File: src/rtl/bsg_mesh_pkt_tracker_pkg.sv
// Shared types and width helpers for the mesh packet tracker.
// Every tracker file imports this package.
package bsg_mesh_pkt_tracker_pkg;

    typedef enum logic [2:0] {
        ST_IDLE    = 3'd0,
        ST_ARMED   = 3'd1,
        ST_SAMPLED = 3'd2,
        ST_DONE    = 3'd3,
        ST_ERR     = 3'd4
    } state_e;

    typedef enum logic [1:0] {
        ERR_MISMATCH  = 2'd0,
        ERR_UNDERFLOW = 2'd1,
        ERR_OVERFLOW  = 2'd2,
        ERR_TIMEOUT   = 2'd3
    } err_code_e;

    function automatic int cord_w(input int x_w, input int y_w);
        return x_w + y_w;
    endfunction

    function automatic int pkt_w(input int x_w, input int y_w, input int data_w);
        return 2 * cord_w(x_w, y_w) + data_w;
    endfunction

endpackage

File: src/rtl/bsg_mesh_pkt_tracker_chan.sv
// One watch channel: counts same-path packets ahead of the watched packet and
// checks that the watched packet is the next one delivered on that path.
module bsg_mesh_pkt_tracker_chan
    import bsg_mesh_pkt_tracker_pkg::*;
#(
    parameter int DATA_WIDTH_P = 4,
    parameter int CORD_W       = 2,
    parameter int CNT_WIDTH_P  = 4,
    parameter int TIMEOUT_P    = 64
)(
    input  logic                             clk,
    input  logic                             reset_n,
    input  logic                             i_watch_v,
    input  logic [CORD_W-1:0]                i_watch_src,
    input  logic [DATA_WIDTH_P+CORD_W-1:0]   i_watch_pkt,
    input  logic                             i_watch_clear,
    input  logic                             i_inj_v,
    input  logic [2*CORD_W+DATA_WIDTH_P-1:0] i_inj_pkt,
    input  logic                             i_ej_v,
    input  logic [2*CORD_W+DATA_WIDTH_P-1:0] i_ej_pkt,
    output logic [CORD_W-1:0]                o_src,
    output logic [CORD_W-1:0]                o_dest,
    output logic                             o_watch_ready,
    output logic                             o_done,
    output logic                             o_err,
    output logic [1:0]                       o_err_code,
    output logic [CNT_WIDTH_P-1:0]           o_cnt
);

    localparam int WPKT_W = DATA_WIDTH_P + CORD_W;
    localparam int PKT_W  = WPKT_W + CORD_W;
    localparam int TMR_W  = (TIMEOUT_P > 1) ? $clog2(TIMEOUT_P) : 1;

    localparam logic [CNT_WIDTH_P-1:0] CNT_MAX  = '1;
    localparam logic [CNT_WIDTH_P-1:0] CNT_ONE  = CNT_WIDTH_P'(1);
    localparam logic [TMR_W-1:0]       TMR_ONE  = TMR_W'(1);
    localparam logic [TMR_W-1:0]       TMR_LAST = TMR_W'(TIMEOUT_P - 1);

    state_e                  r_state;
    err_code_e               r_err_code;
    logic [CORD_W-1:0]       r_src;
    logic [WPKT_W-1:0]       r_pkt;
    logic [CNT_WIDTH_P-1:0]  r_cnt;
    logic [TMR_W-1:0]        r_tmr;
    logic                    r_ready;
    logic                    r_done;
    logic                    r_err;

    logic w_inj_hit;
    logic w_inj_sample;
    logic w_inj_inc;
    logic w_ej_hit;
    logic w_ej_zero;
    logic w_ej_dec;
    logic w_ej_pkt_eq;

    // Injections carry their own source in the header; only src->dest traffic counts.
    assign w_inj_hit    = i_inj_v
                       && (i_inj_pkt[PKT_W-1 -: CORD_W] == r_src)
                       && (i_inj_pkt[CORD_W-1:0] == r_pkt[CORD_W-1:0]);
    assign w_inj_sample = w_inj_hit && (i_inj_pkt[WPKT_W-1:0] == r_pkt);
    assign w_inj_inc    = w_inj_hit && !w_inj_sample;

    assign w_ej_hit     = i_ej_v && (i_ej_pkt[PKT_W-1 -: CORD_W] == r_src);
    assign w_ej_zero    = w_ej_hit && (r_cnt == '0);
    assign w_ej_dec     = w_ej_hit && (r_cnt != '0);
    assign w_ej_pkt_eq  = (i_ej_pkt[WPKT_W-1:0] == r_pkt);

    always_ff @(posedge clk) begin
        if (r_state == ST_IDLE && i_watch_v) begin
            r_src <= i_watch_src;
            r_pkt <= i_watch_pkt;
        end
    end

    always_ff @(posedge clk or negedge reset_n) begin
        if (!reset_n) begin
            r_state    <= ST_IDLE;
            r_cnt      <= '0;
            r_tmr      <= '0;
            r_ready    <= 1'b1;
            r_done     <= 1'b0;
            r_err      <= 1'b0;
            r_err_code <= ERR_MISMATCH;
        end else begin
            case (r_state)
                ST_IDLE: begin
                    if (i_watch_v) begin
                        r_state <= ST_ARMED;
                        r_cnt   <= '0;
                        r_tmr   <= '0;
                        r_ready <= 1'b0;
                    end
                end
                ST_ARMED: begin
                    if (w_ej_zero) begin
                        r_state    <= ST_ERR;
                        r_err      <= 1'b1;
                        r_err_code <= ERR_UNDERFLOW;
                    end else if (w_inj_inc && !w_ej_dec && r_cnt == CNT_MAX) begin
                        r_state    <= ST_ERR;
                        r_err      <= 1'b1;
                        r_err_code <= ERR_OVERFLOW;
                    end else begin
                        // Simultaneous increment and decrement cancel out.
                        if (w_inj_inc && !w_ej_dec) begin
                            r_cnt <= r_cnt + CNT_ONE;
                        end else if (w_ej_dec && !w_inj_inc) begin
                            r_cnt <= r_cnt - CNT_ONE;
                        end
                        if (w_inj_sample) begin
                            r_state <= ST_SAMPLED;
                        end
                    end
                end
                ST_SAMPLED: begin
                    r_tmr <= r_tmr + TMR_ONE;
                    if (w_ej_zero) begin
                        if (w_ej_pkt_eq) begin
                            r_state <= ST_DONE;
                            r_done  <= 1'b1;
                        end else begin
                            r_state    <= ST_ERR;
                            r_err      <= 1'b1;
                            r_err_code <= ERR_MISMATCH;
                        end
                    end else begin
                        if (w_ej_dec) begin
                            r_cnt <= r_cnt - CNT_ONE;
                        end
                        if (r_tmr == TMR_LAST) begin
                            r_state    <= ST_ERR;
                            r_err      <= 1'b1;
                            r_err_code <= ERR_TIMEOUT;
                        end
                    end
                end
                ST_DONE, ST_ERR: begin
                    if (i_watch_clear) begin
                        r_state    <= ST_IDLE;
                        r_cnt      <= '0;
                        r_tmr      <= '0;
                        r_ready    <= 1'b1;
                        r_done     <= 1'b0;
                        r_err      <= 1'b0;
                        r_err_code <= ERR_MISMATCH;
                    end
                end
                default: begin
                    r_state <= ST_IDLE;
                    r_ready <= 1'b1;
                end
            endcase
        end
    end

    assign o_src         = r_src;
    assign o_dest        = r_pkt[CORD_W-1:0];
    assign o_watch_ready = r_ready;
    assign o_done        = r_done;
    assign o_err         = r_err;
    assign o_err_code    = r_err_code;
    assign o_cnt         = r_cnt;

endmodule

File: src/rtl/bsg_mesh_pkt_tracker.sv
// Mesh packet tracker: CHANNELS_P independent watchers, each steered to the
// injection port of its source node and the ejection port of its destination.
module bsg_mesh_pkt_tracker
    import bsg_mesh_pkt_tracker_pkg::*;
#(
    parameter int  DATA_WIDTH_P   = 4,
    parameter int  X_CORD_WIDTH_P = 1,
    parameter int  Y_CORD_WIDTH_P = 1,
    parameter int  CHANNELS_P     = 2,
    parameter int  CNT_WIDTH_P    = 4,
    parameter int  TIMEOUT_P      = 64,
    localparam int CORD_W         = cord_w(X_CORD_WIDTH_P, Y_CORD_WIDTH_P),
    localparam int N              = 1 << CORD_W,
    localparam int PKT_W          = pkt_w(X_CORD_WIDTH_P, Y_CORD_WIDTH_P, DATA_WIDTH_P)
)(
    input  logic                                         clk,
    input  logic                                         reset_n,
    input  logic [N-1:0]                                 inj_v_i,
    input  logic [N-1:0]                                 inj_yumi_i,
    input  logic [N-1:0][PKT_W-1:0]                      inj_data_i,
    input  logic [N-1:0]                                 ej_v_i,
    input  logic [N-1:0]                                 ej_ready_and_i,
    input  logic [N-1:0][PKT_W-1:0]                      ej_data_i,
    input  logic [CHANNELS_P-1:0]                        watch_v_i,
    output logic [CHANNELS_P-1:0]                        watch_ready_o,
    input  logic [CHANNELS_P-1:0][CORD_W-1:0]            watch_src_i,
    input  logic [CHANNELS_P-1:0][DATA_WIDTH_P+CORD_W-1:0] watch_pkt_i,
    input  logic [CHANNELS_P-1:0]                        watch_clear_i,
    output logic [CHANNELS_P-1:0]                        done_o,
    output logic [CHANNELS_P-1:0]                        err_o,
    output logic [CHANNELS_P-1:0][1:0]                   err_code_o,
    output logic [CHANNELS_P-1:0][CNT_WIDTH_P-1:0]       cnt_o
);

    for (genvar c = 0; c < CHANNELS_P; c++) begin : g_chan
        logic [CORD_W-1:0] w_src;
        logic [CORD_W-1:0] w_dest;

        // Node index is the {y,x} coordinate, so coordinates select ports directly.
        bsg_mesh_pkt_tracker_chan #(
            .DATA_WIDTH_P (DATA_WIDTH_P),
            .CORD_W       (CORD_W),
            .CNT_WIDTH_P  (CNT_WIDTH_P),
            .TIMEOUT_P    (TIMEOUT_P)
        ) u_chan (
            .clk           (clk),
            .reset_n       (reset_n),
            .i_watch_v     (watch_v_i[c]),
            .i_watch_src   (watch_src_i[c]),
            .i_watch_pkt   (watch_pkt_i[c]),
            .i_watch_clear (watch_clear_i[c]),
            .i_inj_v       (inj_v_i[w_src] & inj_yumi_i[w_src]),
            .i_inj_pkt     (inj_data_i[w_src]),
            .i_ej_v        (ej_v_i[w_dest] & ej_ready_and_i[w_dest]),
            .i_ej_pkt      (ej_data_i[w_dest]),
            .o_src         (w_src),
            .o_dest        (w_dest),
            .o_watch_ready (watch_ready_o[c]),
            .o_done        (done_o[c]),
            .o_err         (err_o[c]),
            .o_err_code    (err_code_o[c]),
            .o_cnt         (cnt_o[c])
        );
    end

endmodule
File: config.mk
export PLATFORM = sky130hd
export DESIGN_NAME = bsg_mesh_pkt_tracker
export DESIGN_NICKNAME = d
export VERILOG_FILES = /design/src/rtl/bsg_mesh_pkt_tracker_pkg.sv /design/src/rtl/bsg_mesh_pkt_tracker_chan.sv /design/src/rtl/bsg_mesh_pkt_tracker.sv
export SDC_FILE = /design/constraint.sdc
export NUM_CORES = 1
export LEC_CHECK = 0
export CAP_MARGIN = 20
export CORE_UTILIZATION = 49
export DETAILED_ROUTE_END_ITERATION = 8
export GPL_ROUTABILITY_DRIVEN = 0
export HOLD_SLACK_MARGIN = 0.05
export PLACE_DENSITY = 0.78
export SYNTH_ARGS = -nofsm -noshare
export SYNTH_HDL_FRONTEND = slang
export SYNTH_SLANG_ARGS = --single-unit
export TNS_END_PERCENT = 50
File: constraint.sdc
create_clock -name clk -period 3.2 [get_ports clk]
set_input_delay 0.32 -clock clk [delete_from_list [all_inputs] [get_ports clk]]
set_output_delay 0.32 -clock clk [all_outputs]
set_load 0.005 [all_outputs]
==> results of run 1 <==
[how the worst max path moves through the flow]
| stage | cells after the start | slack [ns] | startpoint | end |
|---|---|---|---|---|
| final | 8 | 0.15 | g_chan[1].u_chan.o_src[0] | g_chan[1].u_chan.o_cnt[3] |
| after global routing | 9 | 0.002 | g_chan[1].u_chan.o_src[0] | g_chan[1].u_chan.o_cnt[2] |
| after detailed placement | 9 | 0.09 | ej_data_i[7] | g_chan[0].u_chan.o_err_code[0] |
| after floorplan | 9 | 0.59 | g_chan[1].u_chan.r_pkt[0] | g_chan[1].u_chan.o_cnt[3] |
| after CTS | 8 | 0.18 | g_chan[1].u_chan.o_src[0] | g_chan[1].u_chan.o_cnt[3] |
| after global placement | 9 | 0.18 | ej_data_i[7] | g_chan[0].u_chan.o_cnt[0] |
[final cells by class]
cell class | count | share of cell area [%]
inverters | 12 | 0.819
clock buffers | 8 | 1.84
multi-input cells | 326 | 46.3
flip-flops and latches | 52 | 25.2
well taps | 105 | 2.39
repair buffers | 132 | 23.4
[kinds of logic after synthesis]
| logic type | Yosys count |
|---|---|
| fa+ha+maj | 6 |
| buf+inv | 39 |
| simple gates | 145 |
| mux | 37 |
| compound gates | 110 |
| flops | 52 |
| xor+xnor | 28 |
[layer usage]
metal	vias up	share of wire, %	GRT usage [%]
met3	33	6.8	5.34
met1	1861	40	32.1
li1	1807	-	-
met4	0	3.2	11.0
met5	-	0	0
met2	189	50	46.2
[per-stage QoR]
stage	worst slack [ns]	area, um2	total power (W)
final	0.150	5500	0.00360
after global routing	0.00197	5500	0.00386
after CTS	0.175	5500	0.00359
after detailed placement	0.0854	5400	0.00316
after global placement	0.181	5400	0.00310
after floorplan	0.587	4130	0.00251
[Yosys cell counts, drive strengths merged (12+ instances only)]
| master | n |
|---|---|
| buf | 17 |
| xor2 | 14 |
| dfrtp | 34 |
| xnor2 | 14 |
| a21oi | 19 |
| nor2 | 32 |
| mux4 | 24 |
| nand3 | 21 |
| o21ai | 38 |
| nor3 | 15 |
| inv | 12 |
| edfxtp | 16 |
| nand2 | 37 |
[where the power goes]
part | internal [W] | total, W | leakage [nW] | switching, W
logic | 0.000981 | 0.00201 | 1.46 | 0.00103
registers | 0.000901 | 0.00115 | 0.614 | 0.000253
clock network | 0.000203 | 0.000433 | 0.0506 | 0.000229
[sequential cells by signal, indices dropped and copies added, names as in the netlist]
| register | flops |
|---|---|
| g_chan.u_chan.o_cnt | 8 |
| g_chan.u_chan.o_watch_ready | 2 |
| g_chan.u_chan.r_tmr | 12 |
| g_chan.u_chan.r_state | 6 |
| g_chan.u_chan.o_done | 2 |
| g_chan.u_chan.o_src | 4 |
| g_chan.u_chan.o_err_code | 4 |
| g_chan.u_chan.r_pkt | 12 |
| g_chan.u_chan.o_err | 2 |
==> metrics.csv, run 1 <==
metric,value,unit
status,completed,
grt_overflow,0,
muxShareOfSynthArea,17.0,%
numCtsBuffers,5,
die_y,93.8,um
tightest_slew,0.776,ns
synth_edf_count,16,
synthArstFlopShare,69.2,%
r2r-start,g_chan[1].u_chan.o_src[0],
synth_top_family_by_area,simple AND/OR/NAND/NOR gates,
ant_nets,0,
crit_arrival,3.24,ns
die-area,8800,um2
post-dp-hpwl,8990,um
drv_cap,0,
syn_avg_cell_area,9.91,um2
grt_pass1_wl,18000,um
crit_family,simple AND/OR/NAND/NOR gates,
synthCells,417,
fp.coreArea,8180,um2
cp-end-kind,flip-flop,
slew_violations,0,
multi_input_area,2550,um2
final_util,67.2,%
clkTransAtPathRegs,0.09,ns
antennaDiodeCount,0,
cts_tree,done,
ys_types,70,
whs,0.414,ns
rsz0062_at_grt,false,
wl_per_cell,17.5,um
crit_type,flip-flop to flip-flop,
boundaryPins,120,
syn_to_final_growth,33.1,%
core.rowCount,33,
drc_errors,0,
dp_cells,627,
final_common_cell,clkdlybuf4s50_1,
setup_violations,0,
fin_nets,637,
track_usage,26.6,%
grt_max_degree,37,
r2r_slack,0.15,ns
netlist.area_leader.share,20.6,%
path_max_fanout,8,
timing.final.crit_share,95.3,%
synth_fa_ha_area_share,1.82,%
num-fill-cells,638,
ctsHoldBuffers,0,
cts_resized,0,
p_per_area,654,nW/um2
layout_common_cells,"clkdlybuf4s50_1 (119), nand2_1 (37), o21ai_0 (34), dfrtp_1 (34), nor2_1 (32)",
synth-main-ff-cell,dfrtp_1,
final_hold_viol_count,0,
power_leakage,2.12,nW
htree_levels,2,
path_buf_inv,0,
layout.cells.non_filler,635,
layout-drive-gt1-share,10.0,%
rr_worst_depth,8,
critPathMaxStageDelay,0.64,ns
drt_iter0_drc,206,
synth.yosys.seq_area_share,33.5,%
cp_slowest_cell,mux4_1,
ys_seq_elements,52,
start_kind,flip-flop,
max_slew_margin,47.8,%
skew,0.00983,ns
grt_pass1_vias,3752,
cts_setup_buffers,0,
max_freq,328,MHz
cts.sinks,52,
clock_path_buffers,2,
yosysWarnings,0,
io_buffers,119,
synthXorXnorAreaFrac,5.94,%
synth_area_leaders,"dfrtp_1 (21%), edfxtp_1 (12%), mux4_2 (9.3%)",
clk_latency,0.31,ns
antenna_found_initial,0,
synth-simple-area-share,19.4,%
seq_area,1380,um2
cts-root-buf,clkbuf_8,
viasPerCell,6.13,
reg2reg_to,g_chan[1].u_chan.o_cnt[3],
cp.required,3.39,ns
num_vias,3890,
first_pass_iters,5,
yosys.area.top_type,dfrtp_1,
setup_tns,0,ns
synthesis.nets,525,
routed_wirelength,11100,um
peakVddDrop,0.000294,V
die_w,93.8,um
synth_area,4130,um2
synth_compound_area_share,17.5,%
initial_core_util,50.5,%
hold_path.class,input port to async pin,
period_needed,3.05,ns
crit_path_cell_trace,mux4_1 > xnor2_1 > nand4_1 > or3b_1 > nor3_4 > nor4_4 > a21boi_1 > a211oi_2,
No activity file was read; power rests on OpenSTA's default activity.
==> inputs of run 2 (changes only) <==
--- a/config.mk
+++ b/config.mk
@@ -6,6 +6,7 @@
 export NUM_CORES = 1
 export LEC_CHECK = 0
 export CAP_MARGIN = 20
+export CORE_MARGIN = 2
 export CORE_UTILIZATION = 49
 export DETAILED_ROUTE_END_ITERATION = 8
 export GPL_ROUTABILITY_DRIVEN = 0
==> run 2 against run 1 <==
First-iteration DRC count stayed put; hold slack worse by 0.32 ns; via count is 0.46% higher; register-to-register slack hardly changed; clock power is 14% lower; flip-flop and latch count stayed put; combinational power hardly changed; design area is 0.41% lower; global-route usage is 0.34 points lower; critical path type unchanged; critical endpoint unchanged; largest cell class unchanged.
==> metrics.csv, run 2 (synthesis results as in run 1) <==
metric,value,unit
die_w,95.8,um
timing.final.crit_share,95.3,%
final_hold_viol_count,0,
hold_path.class,input port to async pin,
clock_power_share,10.5,%
numCtsBuffers,5,
wl_per_cell,18.2,um
die_y,95.8,um
path_buf_inv,0,
p_sw_share,42.9,%
routed_wirelength,11600,um
final_util,67.0,%
grt_pass1_vias,3900,
core.rowCount,33,
max_freq,328,MHz
crit_arrival,3.24,ns
skew,0.0106,ns
layout_common_cells,"clkdlybuf4s50_1 (118), nand2_1 (37), o21ai_0 (34), dfrtp_1 (34), nor2_1 (32)",
grt_max_degree,37,
peakVddDrop,0.000269,V
die-area,9180,um2
cts_setup_buffers,0,
start_kind,flip-flop,
fin_nets,637,
cp_slowest_cell,mux4_1,
cts-root-buf,clkbuf_8,
num_vias,3908,
cp.depth,8,
io_buffers,119,
ctsHoldBuffers,0,
initial_core_util,50.5,%
slew_violations,0,
ant_nets,0,
p_int,0.00203,W
fp.coreArea,8180,um2
post-place-ws,0.0637,ns
seqPwrFrac,32.4,%
fin_area,5480,um2
max_slew_margin,46.4,%
num-fill-cells,642,
boundaryPins,120,
rr_worst_depth,8,
track_usage,26.3,%
clkTransAtPathRegs,0.10,ns
drc_errors,0,
clk_latency,0.30,ns
antennaDiodeCount,0,
combPwrFrac,57.1,%
place_area,5380,um2
htree_levels,2,
tightest_slew,0.798,ns
final_common_cell,clkdlybuf4s50_1,
grt_overflow,0,
cp-end-kind,flip-flop,
crit_path_cell_trace,mux4_1 > xnor2_1 > nand4_1 > or3b_1 > nor3_4 > nor4_4 > a21boi_1 > a211oi_2,
setup_tns,0,ns
cp.required,3.39,ns
syn_to_final_growth,32.5,%
period_needed,3.05,ns
grt_pass1_wl,18600,um
crit_family,simple AND/OR/NAND/NOR gates,
clock_path_buffers,2,
post-dp-hpwl,9440,um
path_max_fanout,8,
cts_resized,0,
critPathMaxStageDelay,0.66,ns
fin_total_pwr,0.00356,W
p_per_area,651,nW/um2
cts.sinks,52,
drv_cap,0,
setup_violations,0,
power_leakage,2.11,nW
viasPerCell,6.15,
antenna_found_initial,0,
crit_type,flip-flop to flip-flop,
first_pass_iters,5,
fin_ws,0.151,ns
drt_iter0_drc,206,
status,completed,
layout-drive-gt1-share,10.2,%
power.switching,0.00153,W
rsz0062_at_grt,true,
cts_tree,done,
## run 2: final cells by class
| type | instances | area [um2] | share of cell area, % |
|---|---|---|---|
| flip-flops and latches | 52 | 1380 | 25.3 |
| inverters | 12 | 45.0 | 0.823 |
| well taps | 105 | 131 | 2.40 |
| repair buffers | 132 | 1280 | 23.4 |
| clock buffers | 6 | 72.6 | 1.33 |
| multi-input cells | 326 | 2550 | 46.5 |
| clock inverters | 2 | 11.3 | 0.206 |
## run 2: worst paths after layout
path	startpoint	end	slack (ns)
max	g_chan[1].u_chan.o_src[0]	g_chan[1].u_chan.o_cnt[3]	0.15
min	reset_n	g_chan[1].u_chan.o_cnt[2]	0.09
max reg2reg	g_chan[1].u_chan.o_src[0]	g_chan[1].u_chan.o_cnt[3]	0.15
min reg2reg	g_chan[1].u_chan.o_err_code[0]	g_chan[1].u_chan.o_err_code[0]	0.50
max in group asynchronous	reset_n	g_chan[0].u_chan.r_tmr[0]	2.59
min in group clk	g_chan[1].u_chan.o_err_code[0]	g_chan[1].u_chan.o_err_code[0]	0.50
## run 2: metrics by stage
stage	cells	hold WS, ns
after global placement	626	0.456
final	635	0.0911
after CTS	634	0.115
after detailed placement	626	0.451
after floorplan	417	0.0244
after global routing	635	0.159
## run 2: routing by layer
metal | share of wire, % | GRT usage (%) | routed length, um | vias up
met5 | 0 | 0 | 0 | -
met4 | 4.0 | 11.0 | 469 | 0
met3 | 7.2 | 4.70 | 834 | 34
met2 | 50 | 46.0 | 5840 | 188
met1 | 38 | 31.9 | 4440 | 1876
li1 | - | - | - | 1810
## run 2: worst reg2reg max path, stage by stage (launching register included)
cell and delay [ns]:
edfxtp_1 0.63, mux4_1 0.67, xnor2_1 0.16, nand4_1 0.21, or3b_1 0.35, nor3_4 0.08, nor4_4 0.47, a21boi_1 0.27
a211oi_2 0.09
## run 2: power by group through the flow
stage	Sequential [W]	Clock, W	Combinational (W)
floorplan	0.00104	0	0.00148
global placement	0.00115	0	0.00194
detailed placement	0.00117	0	0.00202
CTS	0.00115	0.000381	0.00203
global route	0.00119	0.000410	0.00225
finish	0.00116	0.000374	0.00203
